$ cat src/rtl/load_counter_arbiter_if.sv
// load_counter_arbiter_if
//   Bundles the requester-side signals of the shared counter arbiter.
//   Ports / signals:
//     req          per-requester request, held until that requester's done
//     req_load     per-requester start value, slice i = [i*CNT_W +: CNT_W]
//     grant        one-hot current owner of the counter (zero when idle)
//     done         one-cycle completion pulse to the owner
//     busy         high while the counter is owned
//     counter_out  current counter value
//   Modports: master = requester side, slave = arbiter side.
interface load_counter_arbiter_if #(
    parameter int NUM_REQ = 4,
    parameter int CNT_W   = 4
);
    logic [NUM_REQ-1:0]       req;
    logic [NUM_REQ*CNT_W-1:0] req_load;
    logic [NUM_REQ-1:0]       grant;
    logic [NUM_REQ-1:0]       done;
    logic                     busy;
    logic [CNT_W-1:0]         counter_out;

    modport master (
        output req,
        output req_load,
        input  grant,
        input  done,
        input  busy,
        input  counter_out
    );

    modport slave (
        input  req,
        input  req_load,
        output grant,
        output done,
        output busy,
        output counter_out
    );
endinterface

$ cat src/rtl/load_counter_arbiter.sv
// load_counter_arbiter
//   Shares one loadable up-counter between NUM_REQ requesters. A round-robin
//   arbiter picks a winner in IDLE, loads its start value, counts up to all
//   ones, then pulses done to the winner for one cycle before releasing.
//   Ports:
//     clk   system clock, rising edge
//     rst   asynchronous active-high reset
//     bus   slave side of load_counter_arbiter_if (req/req_load in,
//           grant/done/busy/counter_out out, all outputs registered)
module load_counter_arbiter #(
    parameter int NUM_REQ = 4,
    parameter int CNT_W   = 4
) (
    input  logic                    clk,
    input  logic                    rst,
    load_counter_arbiter_if.slave   bus
);
    localparam int IDX_W = (NUM_REQ > 1) ? $clog2(NUM_REQ) : 1;
    localparam logic [CNT_W-1:0] MAX = '1;

    typedef enum logic [1:0] {IDLE, COUNT, DONE} state_t;

    state_t               state_q, state_d;
    logic [NUM_REQ-1:0]   grant_q, grant_d;
    logic [NUM_REQ-1:0]   done_q, done_d;
    logic [CNT_W-1:0]     counter_q, counter_d;
    logic [IDX_W-1:0]     ptr_q, ptr_d;
    logic [IDX_W-1:0]     owner_q, owner_d;

    logic                 win_found;
    logic [IDX_W-1:0]     win_idx;
    int                   cand;

    // Round-robin search: first set req bit starting at the pointer, wrapping.
    always_comb begin
        win_found = 1'b0;
        win_idx   = '0;
        cand      = 0;
        for (int i = 0; i < NUM_REQ; i++) begin
            cand = (int'(ptr_q) + i) % NUM_REQ;
            if (!win_found && bus.req[IDX_W'(cand)]) begin
                win_found = 1'b1;
                win_idx   = IDX_W'(cand);
            end
        end
    end

    always_comb begin
        state_d   = state_q;
        grant_d   = grant_q;
        done_d    = done_q;
        counter_d = counter_q;
        ptr_d     = ptr_q;
        owner_d   = owner_q;
        case (state_q)
            IDLE: begin
                if (win_found) begin
                    grant_d   = NUM_REQ'(1) << win_idx;
                    counter_d = bus.req_load[win_idx*CNT_W +: CNT_W];
                    owner_d   = win_idx;
                    state_d   = COUNT;
                end
            end
            COUNT: begin
                // Terminal count holds the counter and raises done on the
                // owner's bit only, so done can never leave the grant.
                if (counter_q == MAX) begin
                    done_d  = grant_q;
                    state_d = DONE;
                end else begin
                    counter_d = counter_q + CNT_W'(1);
                end
            end
            DONE: begin
                done_d  = '0;
                grant_d = '0;
                ptr_d   = (owner_q == IDX_W'(NUM_REQ-1)) ? '0 : owner_q + IDX_W'(1);
                state_d = IDLE;
            end
            default: begin
                state_d = IDLE;
            end
        endcase
    end

    always_ff @(posedge clk or posedge rst) begin
        if (rst) begin
            state_q   <= IDLE;
            grant_q   <= '0;
            done_q    <= '0;
            counter_q <= '0;
            ptr_q     <= '0;
            owner_q   <= '0;
        end else begin
            state_q   <= state_d;
            grant_q   <= grant_d;
            done_q    <= done_d;
            counter_q <= counter_d;
            ptr_q     <= ptr_d;
            owner_q   <= owner_d;
        end
    end

    assign bus.grant       = grant_q;
    assign bus.done        = done_q;
    assign bus.busy        = |grant_q;
    assign bus.counter_out = counter_q;
endmodule

$ cat src/flat_wrapper.sv
// flat-port wrapper written by rule: the top's interface ports become plain ports
module load_counter_arbiter_flat 
#(
    parameter int NUM_REQ = 4,
    parameter int CNT_W   = 4
)
  (clk, rst, bus_req, bus_req_load, bus_grant, bus_done, bus_busy, bus_counter_out);
  load_counter_arbiter_if #(.NUM_REQ(NUM_REQ), .CNT_W(CNT_W)) bus_i ();
  input  logic clk;
  input  logic rst;
  input wire logic [$bits(bus_i.req)-1:0] bus_req;
  input wire logic [$bits(bus_i.req_load)-1:0] bus_req_load;
  output wire logic [$bits(bus_i.grant)-1:0] bus_grant;
  output wire logic [$bits(bus_i.done)-1:0] bus_done;
  output wire logic [$bits(bus_i.busy)-1:0] bus_busy;
  output wire logic [$bits(bus_i.counter_out)-1:0] bus_counter_out;
  assign bus_i.req = bus_req;
  assign bus_i.req_load = bus_req_load;
  assign bus_grant = bus_i.grant;
  assign bus_done = bus_i.done;
  assign bus_busy = bus_i.busy;
  assign bus_counter_out = bus_i.counter_out;
  load_counter_arbiter #(.NUM_REQ(NUM_REQ), .CNT_W(CNT_W)) u_core (.clk(clk), .rst(rst), .bus(bus_i));
endmodule
$ cat config.mk
export PLATFORM = sky130hd
export DESIGN_NAME = load_counter_arbiter_flat
export DESIGN_NICKNAME = d
export VERILOG_FILES = /design/src/rtl/load_counter_arbiter_if.sv /design/src/rtl/load_counter_arbiter.sv /design/src/flat_wrapper.sv
export SDC_FILE = /design/constraint.sdc
export NUM_CORES = 1
export LEC_CHECK = 0
export BUFFER_PORTS_ARGS = -buffer_cell sky130_fd_sc_hd__buf_2
export CORE_UTILIZATION = 32
export CTS_BUF_LIST = sky130_fd_sc_hd__clkbuf_4 sky130_fd_sc_hd__clkbuf_8 sky130_fd_sc_hd__clkbuf_16
export CTS_CLUSTER_DIAMETER = 200
export CTS_CLUSTER_SIZE = 28
export DETAILED_ROUTE_END_ITERATION = 10
export PLACE_DENSITY_LB_ADDON = 0.15
export SLEW_MARGIN = 15
export SYNTH_ARGS = -nofsm -noshare
export SYNTH_HDL_FRONTEND = slang
export SYNTH_SLANG_ARGS = --single-unit
$ cat constraint.sdc
create_clock -name clk -period 5.3 [get_ports clk]
set_input_delay 0.53 -clock clk [delete_from_list [all_inputs] [get_ports clk]]
set_output_delay 0.53 -clock clk [all_outputs]
set_load 0.005 [all_outputs]
==> impl_metrics.ini <==
[cells_and_area]
nets = 175
post-route-cell-area_sq_um = 1300
area_growth_pct = 21.9
antenna_cells = 0
final_layout_size_suffix_gt1_share_pct = 31.3
final.fill_count = 336

[global_routing]
overflow = 0
grt_max_degree = 19
grtUsageTotal_pct = 15.6
first_global_vias = 942
grt_first_pass_wirelength_mm = 4.11
antenna_found_initial = 0

[cts]
cts.path.max_buffers = 2
cts_sinks = 18
cts_tree = done
htree_levels = 1
post-cts-setup-buffer-count = 0
cts_buffers = 3
root_buffer = clkbuf_4
cts_resized = 0
cts_hold_buf = 0
clk_latency_ps = 300
clkTransAtPathRegs_ps = 100

[critical_path]
r2r-start = u_core.ptr_q[0]
critical_path_class = in2reg
reg2reg_slack_ps = 3390
end_kind = register
crit_path_start = bus_req[0]
cp-start-kind = input pin
path_max_fanout = 8
arrival_ps = 2100
cp.required_ps = 5490

[synth]
yosysMostFrequentCell = nand2_1
yosys.area.top_type = dfrtp_1
synthTopCellsByCount = nand2_1, dfrtp_1, o21ai_0
synth.distinct_cells = 40
syn_nets = 140
synth_edf_count = 0
synth_seq_area_share_pct = 42.2
synth_area_sq_um = 1070
syn_inst = 116
yosysWarnings = 0
synth_flop_cell = dfrtp_1
ys_seq_elements = 18
synth_top_cell_area_share_pct = 42.2
synth.top_cells.by_area = dfrtp_1, nand2_1, o21ai_0, mux2i_1, nand3_1
async_flop_share_pct = 100
syn_avg_cell_area_sq_um = 9.20

[detailed_routing]
drt_iter0_markers = 17
wl_met2_mm = 1.15
routedWlPerCell_microns = 12.6
drcViolationCount = 0
wirelength_mm = 2.45
wirelength_met1_mm = 1.16
drtPass1Iterations = 4
wl_met3_microns = 105
top_layer_used = met4
postRouteAntennaNets = 0
vias_per_cell = 5.09
dr_total_vias = 987

[status]
status = finished, final reports clean

[hold_path]
hold_class = in2async

[place]
dp_hpwl_mm = 1.95
pre_cts_ws_ps = 3060
gp_congestion = 0.767
place_area_sq_um = 1260
port_buffers = 34

[timing]
tightestPinTransition_ps = 669
drv_slew = 0
slew_headroom_pct = 55.3
fmax_mhz = 524
fin_ws_ps = 3390
finalHoldViolCount = 0
setup-tns-final_ps = 0
fin_worst_skew_ps = 4.97
setup_viol = 0
rsz0062_at_grt = false
min_period_ps = 1910
fin_crit_sh_pct = 36.0

[floorplan]
row_count = 20
boundaryPins = 35
core_area_sq_um = 3100
start_util_pct = 34.4
die_x_microns = 59.8
die_area_sq_um = 3570
dieHeight_microns = 59.8

[job]
max-cap-violations = 0

[power]
p_per_area_nw_per_um2 = 517
power.leakage_nw = 0.613
ir_drop_mv = 0.139
==> final cells by class <==
type	instances	area, sq um	share of cell area (%)
Timing Repair Buffer	34	170	13.1
Tap cell	44	55.1	4.23
Multi-Input combinational cell	93	586	45.0
Clock buffer	4	36.3	2.79
Inverter	1	3.75	0.288
Sequential cell	18	450	34.6
==> worst paths after layout <==
check / to / cells after the start
min in group clk: u_core.ptr_q[0] / 1
max in group asynchronous: u_core.bus.grant[0] / 2
hold / removal: u_core.state_q[1] / 2
setup reg to reg: u_core.bus.counter_out[3] / 5
hold reg to reg: u_core.ptr_q[0] / 1
setup / recovery: u_core.bus.counter_out[3] / 6
==> cells by family (layout without fill, tap and decap cells) <==
| family | Yosys count | count (layout) | synth area share [%] |
|---|---|---|---|
| AOI/OAI and AO/OA | 34 | 34 | 23.0 |
| adders and majority gates | 2 | 2 | 2.34 |
| buffers and inverters | 5 | 39 | 2.93 |
| DFF | 18 | 18 | 42.2 |
| muxes | 5 | 5 | 4.92 |
| and+or+nand+nor | 52 | 52 | 24.6 |
==> power breakdown <==
part	internal (W)	switching [W]
clock	0.0000419	0.0000420
combinational	0.000156	0.000179
sequential	0.000197	0.0000571
==> stage by stage <==
step / total power (W) / util [%] / cells / hold slack [ps]
4_1_cts: 0.000682 / 41.9 / 194 / 346
3_3_place_gp: 0.000593 / 40.8 / 190 / 469
6_report: 0.000673 / 41.9 / 194 / 311
2_1_floorplan: 0.000498 / - / 116 / 451
5_1_grt: 0.000742 / 41.9 / 194 / 381
3_5_place_dp: 0.000595 / 40.8 / 190 / 477
==> registers in the layout (all words and copies together) (netlist names) <==
register and flops:
u_core.bus.counter_out 4, u_core.ptr_q 2, u_core.bus.done 4, u_core.state_q 2, u_core.owner_q 2, u_core.bus.grant 4
==> critical path: stages <==
cell	delay, ps
buf_2	120
nor2b_2	160
o21ba_1	280
nor3_4	350
mux2_2	370
a211o_1	290
==> routing by layer <==
| metal | vias up | track usage [%] |
|---|---|---|
| met3 | 3 | 1.95 |
| li1 | 499 | - |
| met5 | - | 0 |
| met4 | 0 | 7.97 |
| met1 | 455 | 20.8 |
| met2 | 30 | 24.8 |
==> cell usage in the layout, fill, tap and decap left out, drive strengths merged, types with 3 or more instances in the layout <==
master / Yosys / layout
a211oi: 5 / 5
buf: 3 / 34
clkbuf: 1 / 4
dfrtp: 18 / 18
mux2i: 3 / 3
nand2: 21 / 21
nand3: 6 / 6
nor2: 7 / 7
nor2b: 5 / 5
nor3: 3 / 3
o21ai: 10 / 10
(Power assumes the default switching activity.)
